--- config.mk ---
export PLATFORM = sky130hd
export DESIGN_NAME = fetch_decode_queue
export DESIGN_NICKNAME = d
export VERILOG_FILES = /design/src/rtl/fetch_decode_queue.sv
export SDC_FILE = /design/constraint.sdc
export NUM_CORES = 1
export LEC_CHECK = 0
export CAP_MARGIN = 5
export CORE_ASPECT_RATIO = 0.7
export CORE_MARGIN = 2
export CORE_UTILIZATION = 59
export DETAILED_ROUTE_END_ITERATION = 10
export GPL_ROUTABILITY_DRIVEN = 0
export GPL_TIMING_DRIVEN = 0
export PLACE_DENSITY = 0.94
export SLEW_MARGIN = 25
export SYNTH_ARGS = -nofsm -noshare
export SYNTH_HDL_FRONTEND = slang
export SYNTH_SLANG_ARGS = --single-unit
--- constraint.sdc ---
create_clock -name clk_i -period 5.8 [get_ports clk_i]
set_input_delay 1.16 -clock clk_i [delete_from_list [all_inputs] [get_ports clk_i]]
set_output_delay 1.16 -clock clk_i [all_outputs]
set_load 0.02 [all_outputs]
--- src/rtl/fetch_decode_queue.sv ---
// Instruction queue between fetch and decode: absorbs in-flight fetches after a
// stall, presents {pc, instr} to decode in order, and empties on flush.
module fetch_decode_queue #(
  parameter int DEPTH = 4,
  parameter int SKID  = 2
) (
  input  logic                       clk_i,
  input  logic                       rstn_i,
  input  logic                       fetch_valid_i,
  input  logic [31:0]                fetch_instr_i,
  input  logic [31:0]                fetch_pc_i,
  output logic                       fetch_stall_o,
  input  logic                       flush_i,
  output logic                       dec_valid_o,
  output logic [31:0]                dec_instr_o,
  output logic [31:0]                dec_pc_o,
  input  logic                       dec_ready_i,
  output logic [$clog2(DEPTH+1)-1:0] count_o,
  output logic                       overflow_o
);

  localparam int PW = $clog2(DEPTH);
  localparam int CW = $clog2(DEPTH+1);

  logic [63:0]   r_mem [DEPTH];
  logic [PW-1:0] r_rd_ptr;
  logic [PW-1:0] r_wr_ptr;
  logic [CW-1:0] r_count;
  logic          r_overflow;

  logic          w_full;
  logic          w_pop;
  logic          w_push;
  logic          w_drop;
  logic [63:0]   w_head;

  // A full queue still accepts a push when the head leaves in the same cycle.
  assign w_full = (r_count == CW'(DEPTH));
  assign w_pop  = dec_valid_o & dec_ready_i & ~flush_i;
  assign w_push = fetch_valid_i & ~flush_i & (~w_full | w_pop);
  assign w_drop = fetch_valid_i & ~flush_i & w_full & ~w_pop;

  assign w_head        = r_mem[r_rd_ptr];
  assign dec_valid_o   = (r_count != '0);
  assign dec_instr_o   = dec_valid_o ? w_head[31:0]  : 32'h0;
  assign dec_pc_o      = dec_valid_o ? w_head[63:32] : 32'h0;
  assign count_o       = r_count;
  assign overflow_o    = r_overflow;
  assign fetch_stall_o = ((CW'(DEPTH) - r_count) <= CW'(SKID)) | flush_i;

  always_ff @(posedge clk_i or negedge rstn_i) begin
    if (!rstn_i) begin
      r_rd_ptr   <= '0;
      r_wr_ptr   <= '0;
      r_count    <= '0;
      r_overflow <= 1'b0;
    end else if (flush_i) begin
      r_rd_ptr   <= '0;
      r_wr_ptr   <= '0;
      r_count    <= '0;
      r_overflow <= 1'b0;
    end else begin
      if (w_push) r_wr_ptr <= r_wr_ptr + PW'(1);
      if (w_pop)  r_rd_ptr <= r_rd_ptr + PW'(1);
      r_count <= r_count + CW'(w_push) - CW'(w_pop);
      if (w_drop) r_overflow <= 1'b1;
    end
  end

  // Storage needs no reset; entries are only observed once count covers them.
  always_ff @(posedge clk_i) begin
    if (w_push) r_mem[r_wr_ptr] <= {fetch_pc_i, fetch_instr_i};
  end

endmodule

* Word level (Yosys, flattened, before mapping)
Memory sizes are Yosys's and may differ from the RTL's.
Cells that the tools add are included.
** Operators by class
- Reduce and logical (&&, ||, !) cells :: 4
- Add/sub/neg operators :: 5
- Muxes and demuxes :: 11
- Bitwise operators :: 11
- $lt $le $gt $ge :: 1
- Equality and inequality tests :: 1
** Operators with widths (number)
- two-way mux 32 bit :: 2
- two-way mux 2 bit :: 4
- bitwise AND 1 bit :: 6
- nonzero test 2 bit :: 3
- adder 2 x 1 -> 2 bit, second input constant :: 2
- two-way mux 1 bit :: 4
- adder 3 x 1 -> 3 bit :: 1
- equality test 3 bit, second input constant :: 1
- <= comparator 3 x 2 -> 1 bit, second input constant :: 1
- two-way mux 3 bit :: 1
- inverter 1 bit :: 3
- nonzero test 3 bit :: 1
- subtractor 3 x 1 -> 3 bit :: 1
- subtractor 3 bit, first input constant :: 1
- OR 1 bit :: 2
** Word-level totals
- RAM bits :: 256
- Register bits after elaboration :: 8
- Bits of input ports :: 69
- Memories :: 1
- Output and inout port bits :: 70
- Logic and storage cells :: 38
** Memory list
- r_mem :: words 4, width 64, rd ports 1, clocked after Yosys merged registers in 0, wr ports 1, RTL line 25 : logic [63:0] r_mem [DEPTH];

* Depth between registers and ports, before layout
Gate-level depths: netlist of the first run.
- Depth in word-level cells :: 8
- Gate-level depth with buffers :: 13
- Mapped depth without buffers :: 13

* Worst setup path after synthesis of the first run
OpenSTA, ideal clock, no wires.
- Kind :: input-to-reg
- Start point :: in dec_ready_i
- End point :: mem r_mem[0][0] (enable)
- Buffers on the path :: 0
- Library setup time :: 429 ps
- Path slack :: 2246 ps
- Data arrival time :: 3126 ps
- Stages :: 3
- Data required time :: 5371 ps
- Path through :: nand2b_1 -> a21oi_1 -> and2_1
** Between the ends
- Word-level cells in the longest chain between the ends :: 6
** Ends and longest elaborated chain
- start, declared :: RTL line 17 : input logic dec_ready_i,
- bitwise AND 1 bit (2 in series) :: RTL line 39 : assign w_pop = dec_valid_o & dec_ready_i & ~flush_i;
- OR 1 bit :: RTL line 40 : assign w_push = fetch_valid_i & ~flush_i & (~w_full | w_pop);
- bitwise AND 1 bit :: RTL line 40
- two-way mux 1 bit :: RTL line 72 : if (w_push) r_mem[r_wr_ptr] <= {fetch_pc_i, fetch_instr_i};
- two-way mux 1 bit (implied by the code) :: RTL line 72
- end, declared :: RTL line 25
Every way passes these cells.

* Worst setup path in the final report of the first run
- Start point :: reg r_count[1], in the netlist count_o[1]
- End point :: out dec_pc_o[18]
** Between the ends
- Word-level cells in the longest chain between the ends :: 2
** Ends and longest elaborated chain
- start, declared :: RTL line 28 : logic [CW-1:0] r_count;
- start signal, assigned :: RTL line 65 : r_count <= r_count + CW'(w_push) - CW'(w_pop);
- nonzero test 3 bit :: RTL line 44 : assign dec_valid_o = (r_count != '0);
- two-way mux 32 bit :: RTL line 46 : assign dec_pc_o = dec_valid_o ? w_head[63:32] : 32'h0;
- end, declared :: RTL line 16 : output logic [31:0] dec_pc_o,
Every way passes these cells.

==> summary.md, run 1 <==
| Metric | Value |
|---|---|
| Outcome | completed |
| Mapped Nets | 542 |
| DRT Pass-1 Iters | 7 |
| WL per Instance | 22.58 um |
| Cts repair resizes | 0 |
| N_diodes | 0 |
| Worst slew pin tran | 0.7370 ns |
| Period utilization | 78.32% |
| PD cells | 437.6 nW/um^2 |
| Largest net degree at the start of global routing | 37 |
| Clock Latency Late Sink | 0.52 ns |
| Area leader, netlist | edfxtp_1 |
| Hold depth | 2 |
| Commonest cells after routing, fill and taps aside | edfxtp_1 (256), clkdlybuf4s50_1 (138), mux4_2 (64), and2_1 (64), clkbuf_16 (25) |
| Tmin final | around 4.5 ns |
| H-tree levels | 1 |
| Synth cell types | 22 |
| Top cells by area, synth | edfxtp_1 (75%), mux4_2 (14%), and2_1 (4.2%) |
| TritonCTS clock tree | done |
| I/O Buffers | 138 |
| Worst R2R Start | count_o[1] |
| CTS Hold Bufs | 0 |
| Share of cells above drive strength 1 | 18.21% |
| CP Cell Sequence | inv_1, ha_1, ha_1, inv_1, clkbuf_1, clkbuf_1, and2_1, clkdlybuf4s50_1 |
| Total wire length | 19.85 mm |
| Adder-Cell Fraction of Synth Area | 1.420% |
| Gr usage total | 22.06% |
| Mapped Avg Cell Area | 22.12 sq um |
| # Max-Cap Violations | 0 |
| Core Util, Final | about 74% |
| Kind of critical path | reg -> out |
| Peak VDD IR | 0.3227 mV |
| Reg-to-reg critical path endpoint | count_o[2] |
| Critical path capture point type | output pin |
| First-pass GRT wire length | 30.51 mm |
| Pins over their slew limit | 0 |
| Die height | 114.1 um |
| Clock network fraction of total power | 26.8% |
| Post-synthesis mux area share | 14.33% |
| Leak | 4.128 nW |
| Worst relative slew slack | 50.87% |
| Worst EP required | 4.64 ns |
| Grt ovf | 0 |
| CTS buffer count | 24 |
| Clock skew | 0.01926 ns |
| DP HPWL | 12.38 mm |
| Crit path DAT | 3.38 ns |
| Initial drt markers | 451 |
| Vias post-DR | 5032 |
| Worst Path Max Fanout | 10 |
| Compound-cell area share of the yosys netlist | 0.2571% |
| Root Buffer | clkbuf_16 |
| CP peak stage delay | 0.63 ns |
| Worst r2r path cells | 13 |
| CTS max path bufs | 3 |
| Vias in the first global route | about 5500 |
| Synth warn | 0 |
| Hold/Removal Path Class | reg -> reg |
| Setup violations, final | 0 |
| Routed Antenna Nets | 0 |
| Sequential area share after synthesis | 77.19% |
| Number of clock sinks | ~260 |
| Post-synthesis cell count | 462 |
| Main combinational cell family by area after synthesis | multiplexers |
| Via density | 5.725 |
| Yosys reg bits | ~260 |
| Post-Synth XOR/XNOR Area | 0.3428% |
| RSZ-0062 raised after global routing | false |
| Clock Pin Slew Worst Setup and Hold Paths | 0.06 ns |
| Worst-path cell with the longest stage delay | clkdlybuf4s50_1 |
| Synthesized cell area | 10220 sq um |
| Layout overhead on the synthesized area | 24.40% |
| Final TNS setup | 0 ns |
| Internal | approximately 0.0040 W |
| Die ar. | 18400 sq um |
| Site row count | 40 |
| Most common cell after layout, fill and taps aside | edfxtp_1 |
| Post-layout nets | 710 |
| Min-delay src | overflow_o |
| Sequential Power Share | around 41% |
| Core area | 17070 sq um |
| Final Hold Viols | 0 |
| P_sw | 0.001604 W |
| Postcts setup bufs | 0 |
| Starting density of the core | 59.88% |
| Gate power share | 32.6% |
| Antenna violations before repair | 0 |
| Simple-Gate Fraction of Synth Area | 4.812% |
| R2R Setup Slk | between 2 and 3 ns |
| Hold EP | overflow_o |
| # IOs | 139 |
| FMAX | 220.1 MHz |
| DRC | 0 |
| Overall die width | 161.3 um |
| Startpoint type of the worst setup path | register |
| Sw Ratio | 28.84% |
| Area share of the largest cell type after synthesis | about three quarters |
[final cells by class]
| class | count | area, sq um |
|---|---|---|
| well taps | 231 | 289.0 |
| clock buffers | 33 | 655.6 |
| plain buffers | 22 | 135.1 |
| flip-flops and latches | 264 | 7888 |
| inverters | 9 | 33.78 |
| clock inverters | 11 | 77.57 |
| multi-input cells | 167 | 2172 |
| fillers | 960 | 4354 |
| repair buffers | 142 | 1461 |
[kinds of logic (layout without fill, tap and decap cells)]
kind of cell             count (synthesis)  in the layout
AO/OA/AOI/OAI                            4              4
XOR/XNOR                                 4              4
adder cells (fa/ha/maj)                 11             11
buffers and inverters                   31            217
flip-flops                             264            264
multiplexers                            66             66
AND/OR/NAND/NOR                         82             82
[worst max-delay path by stage]
stage | from | endpoint | slack, ns
after floorplan | dec_ready_i | r_mem[0][0] | 2.25
final | count_o[1] | dec_pc_o[18] | 1.26
after global placement | dec_ready_i | r_mem[1][43] | 0.65
after global routing | count_o[1] | dec_instr_o[8] | 1.03
after detailed placement | count_o[1] | dec_instr_o[8] | 1.76
after CTS | count_o[1] | dec_pc_o[18] | 1.14
[sequential cells by signal, indices dropped and copies added, names as in the netlist]
| signal | count |
|---|---|
| count_o | 3 |
| overflow_o | 1 |
| r_mem | 256 |
| r_rd_ptr | 2 |
| r_wr_ptr | 2 |
[per-stage QoR]
stage	area [sq um]	worst slack, ns	total power, W	hold WS (ns)	cells
3_3_place_gp	11890	0.6531	0.004068	0.4870	831
3_5_place_dp	11980	1.758	0.004126	0.5037	835
4_1_cts	12710	1.142	0.005617	0.5161	879
5_1_grt	12710	1.032	0.005778	0.5652	879
2_1_floorplan	10220	2.246	0.003355	0.5990	462
6_report	12710	1.257	0.005563	0.5019	879
[synth_stat cells]
cell,instances
edfxtp_1,256
and2_1,68
mux4_2,64
ha_1,10
clkbuf_1,9
inv_1,9
nor2_1,9
dfrtp_1,8
buf_2,6
buf_6,5
nand2b_1,3
xor2_1,3
buf_4,2
mux2_2,2
a21boi_0,1
a21o_1,1
a21oi_1,1
a31oi_1,1
fa_1,1
nand3b_1,1
nor2b_1,1
xnor2_1,1
[power groups by stage]
stage               clock network (W)  registers (W)  logic (W)
finish                        0.00149        0.00226    0.00181
global route                  0.00158        0.00227    0.00193
CTS                           0.00151        0.00226    0.00184
detailed placement                  0        0.00230    0.00182
global placement                    0        0.00230    0.00177
floorplan                           0        0.00230    0.00105
[critical path, delay by kind of cell (launching register included)]
family	cells	cell delay (ns)
flip-flops	1	0.46
buffers and inverters	5	1.75
AND/OR/NAND/NOR	1	0.23
adder cells (fa/ha/maj)	2	0.42
[layer usage]
metal	up-vias	wire (um)	global-route usage [%]
li1	2187	-	-
met1	2570	7953	30.64
met2	240	9844	37.17
met5	-	0	0
met4	0	398	4.762
met3	35	1651	4.745
(Power assumes the default switching activity.)
==> run 2, diff against run 1 <==
--- a/config.mk
+++ b/config.mk
@@ -8,11 +8,11 @@
 export CAP_MARGIN = 5
 export CORE_ASPECT_RATIO = 0.7
 export CORE_MARGIN = 2
-export CORE_UTILIZATION = 59
+export CORE_UTILIZATION = 49
 export DETAILED_ROUTE_END_ITERATION = 10
 export GPL_ROUTABILITY_DRIVEN = 0
 export GPL_TIMING_DRIVEN = 0
-export PLACE_DENSITY = 0.94
+export PLACE_DENSITY = 0.84
 export SLEW_MARGIN = 25
 export SYNTH_ARGS = -nofsm -noshare
 export SYNTH_HDL_FRONTEND = slang
==> constraint.sdc (replaced) <==
create_clock -name clk_i -period 3.7 [get_ports clk_i]
set_input_delay 0.74 -clock clk_i [delete_from_list [all_inputs] [get_ports clk_i]]
set_output_delay 0.74 -clock clk_i [all_outputs]
set_load 0.02 [all_outputs]
==> run 2 against run 1 <==
Net effect:
- register-to-register slack got worse by 2.0 ns
- die area grew 20%
- combinational power rose by 57%
- critical path depth unchanged
- setup slack got worse by 1.1 ns
- highest routed layer unchanged
==> summary.md, run 2 (same netlist as run 1, synthesis figures left out) <==
| Metric | Value |
|---|---|
| Antenna violations before repair | 0 |
| Sequential Power Share | 40.0% |
| # Max-Cap Violations | 0 |
| Die height | 124.8 um |
| H-tree levels | 1 |
| Area of the multi-input gates | approximately 2200 sq um |
| I/O Buffers | about 140 |
| Critical path capture point type | output pin |
| WL per Instance | 20.49 um |
| Sequential Area | 7889 sq um |
| Filler cells | 1441 |
| Final Hold Viols | 0 |
| Leak | 4.192 nW |
| Outcome | completed |
| Max reg flops | 256 |
| Clock Pin Slew Worst Setup and Hold Paths | 0.06 ns |
| Worst Path Max Fanout | 10 |
| Period utilization | 96.07% |
| Gate power share | 32.2% |
| Commonest cells after routing, fill and taps aside | edfxtp_1 (256), clkdlybuf4s50_1 (137), mux4_2 (64), and2_1 (64), clkbuf_16 (25) |
| Tmin final | around 3.6 ns |
| Kind of critical path | reg -> out |
| Gr usage total | 17.52% |
| Clock network fraction of total power | 27.8% |
| Sw Ratio | between 20% and 30% |
| Die ar. | around 22000 sq um |
| Most common cell after layout, fill and taps aside | edfxtp_1 |
| Pins over their slew limit | 0 |
| Largest Register | r_mem |
| TritonCTS clock tree | done |
| Hold/Removal Path Class | in -> async |
| P_sw | 0.002480 W |
| Worst EP required | 2.96 ns |
| Worst r2r path cells | 13 |
| Site row count | 44 |
| DRC | 0 |
| CTS Hold Bufs | 0 |
| Vias in the first global route | between 5000 and 6000 |
| FMAX | 281.3 MHz |
| N_diodes | 0 |
| Worst slew pin tran | 0.6113 ns |
| Peak VDD IR | 0.4602 mV |
| Total wire length | around 19 mm |
| RSZ-0062 raised after global routing | false |
| CTS max path bufs | 3 |
| DP HPWL | 11.93 mm |
| Largest net degree at the start of global routing | 37 |
| CTS buffer count | 25 |
| Root Buffer | clkbuf_16 |
| First-pass GRT wire length | 29.74 mm |
| Internal | 0.006372 W |
| Layout overhead on the synthesized area | 25.77% |
| Routed Antenna Nets | 0 |
| # IOs | 139 |
| R2R Setup Slk | around 0.78 ns |
| PD cells | just under 700 nW/um^2 |
| Clock Latency Late Sink | 0.51 ns |
| Via density | 5.365 |
| Reg-to-reg critical path endpoint | count_o[2] |
| Worst R2R Start | count_o[1] |
| Grt ovf | 0 |
| Initial drt markers | 440 |
| Overall die width | 176.6 um |
| Share of cells above drive strength 1 | 19.88% |
| Core area | 20590 sq um |
| Number of clock sinks | 264 |
| Post-layout nets | 711 |
| Total Power | 0.008853 W |
| Crit path DAT | approximately 2.8 ns |
| Setup violations, final | 0 |
| Startpoint type of the worst setup path | register |
| Starting density of the core | 49.63% |
| Final TNS setup | 0 ns |
| DRT Pass-1 Iters | 5 |
| Clock skew | 0.01648 ns |
| Worst relative slew slack | 59.25% |
| Vias post-DR | 4963 |
## run 2: cell types whose count changed in the layout (fill, tap and decap cells not counted), sizes merged
cell,before,now
clkinv,10,7
clkbuf,42,44
bufinv,1,2
clkdlybuf4s50,138,137
clkinvlp,0,1
dlymetal6s2s,0,1
## run 2: worst max path at each step
stage	cells past startpoint	end	start	slack (ns)
3_3_place_gp	4	r_mem[0][32]	dec_ready_i	-1.12
4_1_cts	8	dec_pc_o[15]	count_o[1]	0.003
6_report	8	dec_pc_o[21]	count_o[1]	0.15
2_1_floorplan	6	r_mem[0][0]	count_o[1]	0.23
5_1_grt	8	dec_instr_o[11]	count_o[1]	0.008
3_5_place_dp	8	dec_pc_o[9]	count_o[1]	0.03
## run 2: critical path, cell delays in order, from the launching register on
cell             delay [ns]
dfrtp_2                0.42
inv_1                  0.06
ha_1                   0.19
ha_1                   0.21
inv_1                  0.08
clkbuf_4               0.27
clkbuf_4               0.25
and2_1                 0.20
clkdlybuf4s50_1        0.62
## run 2: power groups by stage
stage,logic [W],registers (W),clock network (W)
floorplan,0.00165,0.00361,0
global placement,0.00279,0.00361,0
detailed placement,0.00286,0.00361,0
CTS,0.00290,0.00354,0.00251
global route,0.00306,0.00356,0.00262
finish,0.00285,0.00354,0.00246
## run 2: stage by stage
step	util [%]	setup slack, ns	hold slack (ns)	std cells	instance area, sq um
2_1_floorplan	-	0.2297	0.4444	462	10220
3_3_place_gp	58.02	-1.120	0.4821	876	11950
3_5_place_dp	58.45	0.02557	0.5069	880	12040
4_1_cts	62.38	0.003197	0.5122	925	12840
5_1_grt	62.42	0.007704	0.5305	925	12850
6_report	62.42	0.1454	0.5157	925	12850
## run 2: timing repair
item / in CTS / in global routing
resized for setup: 6 / 6
setup buffers: 0 / 0
hold endpoints to repair: 0 / 0
endpoints found under the setup margin: 55 / 46
## run 2: routing by layer
layer	wire length (um)	GRT usage, %	vias to the layer above	share of wire (%)
li1	-	-	2193	-
met1	8131	24.34	2563	43
met2	9212	28.77	179	49
met3	1265	4.151	28	6.7
met4	339	3.403	0	1.8
met5	0	0	-	0
## run 2: area by class of cell
cell class,count,share of cell area (%)
inverters,9,0.2629
well taps,276,2.687
multi-input cells,167,16.90
clock inverters,10,0.7593
repair buffers,142,11.39
flip-flops and latches,264,61.38
plain buffers,22,1.149
clock buffers,35,5.471
==> run 3, diff against run 2 <==
--- a/config.mk
+++ b/config.mk
@@ -8,11 +8,12 @@
 export CAP_MARGIN = 5
 export CORE_ASPECT_RATIO = 0.7
 export CORE_MARGIN = 2
-export CORE_UTILIZATION = 49
+export CORE_UTILIZATION = 55
 export DETAILED_ROUTE_END_ITERATION = 10
 export GPL_ROUTABILITY_DRIVEN = 0
 export GPL_TIMING_DRIVEN = 0
-export PLACE_DENSITY = 0.84
+export PLACE_DENSITY = 0.89
+export REMOVE_ABC_BUFFERS = 1
 export SLEW_MARGIN = 25
 export SYNTH_ARGS = -nofsm -noshare
 export SYNTH_HDL_FRONTEND = slang
==> constraint.sdc (replaced) <==
create_clock -name clk_i -period 3.81 [get_ports clk_i]
set_input_delay 0.762 -clock clk_i [delete_from_list [all_inputs] [get_ports clk_i]]
set_output_delay 0.762 -clock clk_i [all_outputs]
set_load 0.02 [all_outputs]
==> run 3 against run 2 <==
Net effect:
- die area fell by 11%
- critical path depth fell by 1
- via count fell by 0.87%
- first-iteration DRC count rose by 9.3%
- largest cell class unchanged
- largest power group unchanged
- highest routed layer unchanged
==> summary.md, run 3 (same netlist as run 1, synthesis figures left out) <==
| Metric | Value |
|---|---|
| Site row count | 41 |
| Worst EP required | 3.05 ns |
| Pins over their slew limit | 0 |
| Leak | 4.095 nW |
| Vias in the first global route | approximately 5300 |
| Vias post-DR | 4920 |
| Postcts setup bufs | 0 |
| H-tree levels | 1 |
| DRT Pass-1 Iters | 5 |
| Core area | 18110 sq um |
| Kind of critical path | reg -> out |
| Gate power share | 31.9% |
| Overall die width | 166.9 um |
| Core Util, Final | 70.22% |
| TritonCTS clock tree | done |
| Antenna violations before repair | 0 |
| Die ar. | between 15000 and 20000 sq um |
| Met3 Usage GRT | 4.371% |
| N_diodes | 0 |
| Internal | about 0.0061 W |
| Tmin final | around 3.6 ns |
| PD cells | 668.0 nW/um^2 |
| Outcome | completed |
| Critical path capture point type | output pin |
| Via density | approximately 5.7 |
| RSZ-0062 raised after global routing | false |
| Sequential Power Share | roughly two fifths |
| Layout overhead on the synthesized area | 24.44% |
| Met2 GRT Util | 32.10% |
| Starting density of the core | 56.43% |
| Commonest cells after routing, fill and taps aside | edfxtp_1 (256), clkdlybuf4s50_1 (138), mux4_2 (64), and2_1 (64), clkbuf_16 (25) |
| Routed Antenna Nets | 0 |
| Total wire length | 18.88 mm |
| Grt ovf | 0 |
| Met1 Usage GRT | between 20% and 30% |
| Die height | 118.0 um |
| I/O Buffers | 138 |
| Period utilization | 94.52% |
| Sw Ratio | between 20% and 30% |
| First-pass GRT wire length | 29.73 mm |
| Worst relative slew slack | 64.41% |
| Final setup margin | 0.2087 ns |
| # IOs | 139 |
| Number of clock sinks | ~260 |
| Clock skew | roughly 0.01 ns |
| FMAX | 277.7 MHz |
| Startpoint type of the worst setup path | register |
| Clock Latency Late Sink | 0.51 ns |
| Crit path DAT | 2.84 ns |
| Worst slew pin tran | 0.5339 ns |
| CTS buffer count | 24 |
| Most common cell after layout, fill and taps aside | edfxtp_1 |
| Cts repair resizes | 1 |
| CTS Hold Bufs | 0 |
| Filler cells | 1089 |
| Placed insts | 822 |
| Clock Pin Slew Worst Setup and Hold Paths | 0.06 ns |
| Final TNS setup | 0 ns |
| Initial drt markers | roughly 480 |
| Worst Path Max Fanout | 33 |
| Setup violations, final | 0 |
| Max reg flops | around 260 |
| Final Hold Viols | 0 |
| Most Crowded Layer GR | met2 |
| Gr usage total | approximately a fifth |
| Final cell count without fillers | 866 |
| Peak VDD IR | 0.5147 mV |
| Root Buffer | clkbuf_16 |
| Hold/Removal Path Class | in -> async |
| Largest Register | r_mem |
| Clock network fraction of total power | 27.3% |
| Largest net degree at the start of global routing | 35 |
| Share of cells above drive strength 1 | 18.25% |
| Dpl ws | about 0.43 ns |
| CTS max path bufs | 3 |
| Post-layout nets | 692 |
| P_sw | ~0.0024 W |
| DP HPWL | between 10 and 15 mm |
| WL per Instance | about 22 um |
| DRC | 0 |
| # Max-Cap Violations | 0 |
==> run 3: cell types whose count changed in the layout (fill, tap and decap cells not counted), sizes merged <==
cell,before,now
clkdlybuf4s50,137,138
dlymetal6s2s,1,0
clkbuf,44,25
buf,17,8
clkinv,7,16
==> run 3: final cells by class <==
type                    instances  area [sq um]  area share [%]
well taps                     236         295.3           2.322
flip-flops and latches        264          7895           62.09
repair buffers                146          1556           12.24
clock buffers                  25         625.6           4.920
clock inverters                19         135.1           1.063
multi-input cells             167          2172           17.08
inverters                       9         36.28          0.2853
==> run 3: final timing paths <==
check,slack (ns),cells after the start,from,to
min in group clk_i,0.54,2,overflow_o,overflow_o
worst max register to register,0.73,13,count_o[1],count_o[2]
worst min register to register,0.54,2,overflow_o,overflow_o
worst min-delay path,0.53,1,rstn_i,overflow_o
worst max-delay path,0.21,7,count_o[1],dec_pc_o[29]
max in group asynchronous,2.99,1,rstn_i,r_rd_ptr[0]
==> run 3: through the flow <==
stage | instance area (sq um) | power [W] | hold slack (ns)
4_1_cts | 12720 | 0.008599 | 0.5218
2_1_floorplan | 10080 | 0.005056 | 0.4664
6_report | 12720 | 0.008494 | 0.5261
5_1_grt | 12720 | 0.008852 | 0.5404
3_3_place_gp | 11760 | 0.006184 | 0.4831
3_5_place_dp | 11950 | 0.006254 | 0.5355
==> run 3: worst max-delay path: stages (launching register included) <==
cell,delay (ns)
dfrtp_1,0.47
inv_1,0.09
ha_1,0.21
ha_1,0.24
inv_4,0.26
buf_12,0.22
and2_1,0.20
clkdlybuf4s50_1,0.62
==> run 3: layer usage <==
metal	routed length (um)	share of wire, %
met1	7776	41
met2	9323	49
met3	1408	7.5
met4	374	2.0
met5	0	0
==> run 3: power groups by stage <==
stage                     Clock [W]  Combinational, W  Sequential [W]
after CTS                   0.00237           0.00276         0.00347
after global routing        0.00247           0.00289         0.00349
after global placement            0           0.00247         0.00371
final                       0.00232           0.00271         0.00347
after detailed placement          0           0.00272         0.00353
after floorplan                   0           0.00141         0.00365
